File: config.mk
export PLATFORM = sky130hd
export DESIGN_NAME = amem_wctl
export DESIGN_NICKNAME = d
export VERILOG_FILES = /design/src/rtl/amem_wctl.sv
export SDC_FILE = /design/constraint.sdc
export NUM_CORES = 1
export LEC_CHECK = 0
export BUFFER_PORTS_ARGS = -buffer_cell sky130_fd_sc_hd__buf_2
export CAP_MARGIN = 20
export CORE_MARGIN = 10
export CORE_UTILIZATION = 25
export CTS_CLUSTER_SIZE = 12
export DETAILED_ROUTE_END_ITERATION = 8
export PLACE_DENSITY_LB_ADDON = 0.05
export SETUP_SLACK_MARGIN = 0.5
export SLEW_MARGIN = 20
export SYNTH_ARGS = -nofsm -noshare
export SYNTH_HDL_FRONTEND = slang
export SYNTH_SLANG_ARGS = --single-unit
File: constraint.sdc
create_clock -name clk -period 6.45 [get_ports clk]
set_input_delay 0.3225 -clock clk [delete_from_list [all_inputs] [get_ports clk]]
set_output_delay 0.3225 -clock clk [all_outputs]
set_load 0.01 [all_outputs]
File: src/rtl/amem_wctl.sv
// CADR A-memory control: IR address decode, posted-write FIFO with drain on
// free RAM port cycles, and read forwarding from pending writes.
module amem_wctl #(
  parameter int AW       = 10,
  parameter int SAW      = 5,
  parameter int DW       = 32,
  parameter int WQ_DEPTH = 2
) (
  input  logic          clk,
  input  logic          reset_n,
  input  logic          state_decode,
  input  logic          state_write,
  input  logic [48:0]   ir,
  input  logic          dest,
  input  logic          destm,
  input  logic [DW-1:0] wdata,
  input  logic          port_busy,
  input  logic [DW-1:0] ram_rdata,
  output logic [AW-1:0] ram_adr,
  output logic          ram_we,
  output logic [DW-1:0] ram_wdata,
  output logic          arp,
  output logic [DW-1:0] a_data,
  output logic          stall,
  output logic [3:0]    wq_count,
  output logic          wq_empty
);

  localparam int PW = (WQ_DEPTH > 1) ? $clog2(WQ_DEPTH) : 1;

  logic [AW-1:0] wadr;
  logic [AW-1:0] raddr;
  logic [AW-1:0] dest_adr;
  logic [AW-1:0] q_adr  [WQ_DEPTH];
  logic [DW-1:0] q_data [WQ_DEPTH];
  logic [PW-1:0] head;
  logic [PW-1:0] tail;
  logic [PW-1:0] slot;
  logic [3:0]    count;
  logic          full;
  logic          push_req;
  logic          push;
  logic          drain;
  logic          unused_ir;

  // Only the address fields of the IR matter here.
  assign unused_ir = ^ir;

  assign raddr    = ir[32+AW-1:32];
  assign dest_adr = destm ? AW'(ir[14+SAW-1:14]) : ir[14+AW-1:14];

  assign full     = (count == 4'(WQ_DEPTH));
  assign wq_empty = (count == 4'd0);
  assign wq_count = count;
  assign push_req = state_write & dest;
  assign drain    = ~wq_empty & ~state_decode & ~port_busy;
  assign stall    = push_req & full & ~drain;
  assign push     = push_req & ~stall;

  assign arp       = state_decode;
  assign ram_we    = drain;
  assign ram_wdata = q_data[head];
  assign ram_adr   = drain ? q_adr[head] : raddr;

  function automatic logic [PW-1:0] next_ptr(input logic [PW-1:0] p);
    return (p == PW'(WQ_DEPTH - 1)) ? '0 : p + 1'b1;
  endfunction

  // NOTE: sequential state uses non-blocking assignments so every register
  // samples pre-edge values, independent of process ordering.
  always_ff @(posedge clk or negedge reset_n) begin
    if (!reset_n) begin
      wadr <= '0;
    end else if (state_decode) begin
      wadr <= dest_adr;
    end
  end

  always_ff @(posedge clk or negedge reset_n) begin
    if (!reset_n) begin
      head  <= '0;
      tail  <= '0;
      count <= '0;
    end else begin
      if (push)  tail <= next_ptr(tail);
      if (drain) head <= next_ptr(head);
      case ({push, drain})
        2'b10:   count <= count + 4'd1;
        2'b01:   count <= count - 4'd1;
        default: count <= count;
      endcase
    end
  end

  // NOTE: FIFO storage has no reset; the count alone decides which slots are
  // live, so stale contents are never observed.
  always_ff @(posedge clk) begin
    if (push) begin
      q_adr[tail]  <= wadr;
      q_data[tail] <= wdata;
    end
  end

  // NOTE: defaults first so no path through this block infers a latch.
  // Walk oldest to newest; the last match is the newest pending value.
  always_comb begin
    a_data = ram_rdata;
    slot   = head;
    for (int i = 0; i < WQ_DEPTH; i++) begin
      slot = head + PW'(i);
      if ((4'(i) < count) && (q_adr[slot] == raddr)) begin
        a_data = q_data[slot];
      end
    end
  end

endmodule

==> results.toml <==
[logic_synthesis]
synth-edff-count = 84
top_cell_type_s_share_of_synthesized_area = 0.432
synthTopCellsByArea = "edfxtp_1 43%, dfrtp_1 6.9%, or3_1 6.5%"
synth_top_cell_by_area = "edfxtp_1"
mapped_cells = 496
synthesis.area_um2 = 5840
synth-main-ff-cell = "edfxtp_1"
synth.avg_cell_area_um2 = 11.8
synth_fp_nets = 621
synth.ff_latch_count = 100
postSynth.asyncResetShare = 0.160
synth.lib_cells_used.distinct = 41
synth_sequential_area_ratio = 0.501
synth.yosys.warnings = 0

[place]
place.detailed.instances = 946
buffer_ports.inserted = 172
place.gp.congestion = 0.713
detailed_place_hpwl_um = 12000

[timing]
tightest_slew_ps = 998
report.final.hold_viol_count = 0
grt_setup_unrepaired = "false"
relSlewSlack = 0.334
setup_viol = 0
fin_skew_ps = 9.18
maximum_frequency_from_static_timing_analysis_mhz = 237
finalMaxSlewViolations = 0
finalWorstPathRequiredPeriod_ps = 4210
setup_total_negative_slack_ps = 0
period_utilization = 0.653

[floorplan]
die_area_um2 = 29900
coreArea_um2 = 22800
overall_die_height_um = 173
chipWidth_um = 173
std_cell_rows = 55
top_level_ports = 202
starting_density_of_the_core = 0.256

[cts]
num_clock_sinks = 100
cts_inserted_buffers = 9
clock_insertion_delay_worst_skew_ps = 350
h_tree_level_count = 3
cts_tree = "yes"
clock_tree.root_cell = "clkbuf_16"
cts-root-to-sink-buffers = 2
clk_pin_slew_worst_paths_ps = 70

[route]
detail_route.drc_violations = 0
route.vias.total = 4422
routed_wl_um = 17800
drt_iter0_markers = 208
first_pass_iters = 4
drt-vias-per-instance = 4.58
postRouteAntennaNets = 0
routed_wire_per_std_cell_um = 18.5

[finish]
p_r_area_growth_vs_syn_pct = 23.1
finish.utilization = 0.315
n_fill_cell = 2346
share_of_layout_cells_above_drive_strength_1 = 0.449
final_common_cell = "buf_2"
most_frequent_cells_in_the_layout = "172 x buf_2, 84 x edfxtp_1, 61 x or3_1"
layout.nets = 770
number_of_non_filler_instances_in_the_completed_layout = 965

[power_and_ir_drop]
comb_power_share = 0.347
netSwitchingPower_w = 0.000811
internal_power_w = 0.00142
seq_power_share = 0.407
clkPwrFrac = 0.246
p_total_w = 0.00224
power.share.switching = 0.363
pwr_density_cell_nw_per_um2 = 311
max-vdd-ir-drop_uv = 158
power.static_leakage_nw = 2.65

[worst_setup_path]
type_of_origin_of_the_critical_path = "register"
path_cells = "buf_4 > clkinv_2 > or3_1 > o311ai_1 > nor3_2 > buf_2"
cp_slowest_cell = "clkinv_2"
worstPathRequired_ps = 6130
max_stage_delay_ps = 950
crit_arrival_ps = 3890
worst_path_class_setup = "reg2out"
worstSetupEndpointType = "output pin"
largest_fanout_on_the_critical_path = 90

[grt]
number_of_global_route_vias_before_repair = 4686
gr-total-overflow = 0
largest_net_degree_at_the_start_of_global_routing = 91
wire_length_of_the_first_global_routing_pass_um = 27700
track_usage = 0.117
grt_antenna_before_repair = 2

[outcome]
run_status = "complete, no violations"

[min_path]
holdCritPathClass = "in2reg"

[flow_run]
max_cap_violations = 0
## routing by layer
layer | wire, um | part of all wire | up-vias | track usage
met4 | 281 | 0.016 | 0 | 0.0399
met2 | 8420 | 0.47 | 120 | 0.193
met3 | 939 | 0.053 | 15 | 0.0288
li1 | - | - | 2171 | -
met5 | 0 | 0 | - | 0
met1 | 8180 | 0.46 | 2116 | 0.147
## cell usage after synthesis, drive strengths merged, types with 2 or more instances
master / count
edfxtp: 84
nor3: 68
or3: 62
nor2: 46
mux2: 36
o311ai: 30
clkbuf: 22
mux2i: 22
buf: 18
dfrtp: 16
a21oi: 14
xor2: 14
xnor2: 11
inv: 10
nand2: 10
o21ai: 6
ha: 5
nand3: 4
a31oi: 3
and2: 2
nand4: 2
o31ai: 2
## stage by stage
stage,instance area [um2],setup WS (ps),hold WS (ps)
2_1_floorplan,5840,1670,26.9
3_3_place_gp,6870,2590,308
3_5_place_dp,6870,2520,311
4_1_cts,7180,2130,137
5_1_grt,7180,1850,142
6_report,7180,2240,156
## flip-flops by register name, indices dropped and copies added (netlist names)
signal	flops
q_adr	20
q_data	64
wq_count	4
tail	1
head	1
wadr	10
## power by group through the flow
| stage | Sequential (W) | Clock [W] | Combinational, W |
|---|---|---|---|
| finish | 0.000909 | 0.000551 | 0.000776 |
| global placement | 0.000919 | 0 | 0.000794 |
| global route | 0.000926 | 0.000593 | 0.000863 |
| detailed placement | 0.000924 | 0 | 0.000797 |
| floorplan | 0.000875 | 0 | 0.000557 |
| CTS | 0.000910 | 0.000573 | 0.000801 |
## logic make-up (layout without fill, tap and decap cells)
group / count (synthesis) / after routing / share of synthesized area
AND/OR/NAND/NOR: 200 / 200 / 0.217
flip-flops: 100 / 100 / 0.501
AO/OA/AOI/OAI: 58 / 58 / 0.0733
multiplexers: 58 / 58 / 0.107
buffers and inverters: 50 / 204 / 0.0536
XOR/XNOR: 25 / 25 / 0.0375
adder cells (fa/ha/maj): 5 / 5 / 0.0107
other: 0 / 2 / 0
## area by class of cell
cell class / count / area [um2] / area share
sequential: 100 / 2930 / 0.407
multi-input combinational: 346 / 2610 / 0.364
timing repair buffer: 178 / 908 / 0.126
tap: 313 / 392 / 0.0545
clock buffer: 14 / 285 / 0.0397
inverter: 10 / 38.8 / 0.00540
clock inverter: 2 / 15.0 / 0.00209
antenna: 2 / 5.00 / 0.000697
## worst max-delay path, delay by kind of cell, from the launching register on
kind / cells / cell delay, ps
buffers and inverters: 3 / 1920
DFF: 1 / 730
AOI/OAI and AO/OA: 1 / 110
and+or+nand+nor: 2 / 710
## timing repair
action / 4_1_cts / 5_1_grt
endpoints found under the hold margin: 16 / 0
resized for setup: 0 / 0
hold buffers: 1 / 0
buffers inserted: 0 / 0
## final timing paths
check / start / to / slack, ps / cells after the start
max in group asynchronous: reset_n / head$_DFFE_PN0N_ / 5630 / 2
setup / recovery: head$_DFFE_PN0N_ / a_data[24] / 2240 / 6
setup reg to reg: wq_count[1]$_DFFE_PN0P_ / q_data[1][21]$_DFFE_PP_ / 3620 / 8
hold / removal: wdata[5] / q_data[1][5]$_DFFE_PP_ / 160 / 1
min in group asynchronous: reset_n / wadr[1]$_DFFE_PN0P_ / 460 / 2
hold reg to reg: wadr[0]$_DFFE_PN0P_ / q_adr[0][0]$_DFFE_PP_ / 470 / 0
No activity file was read; power rests on OpenSTA's default activity.
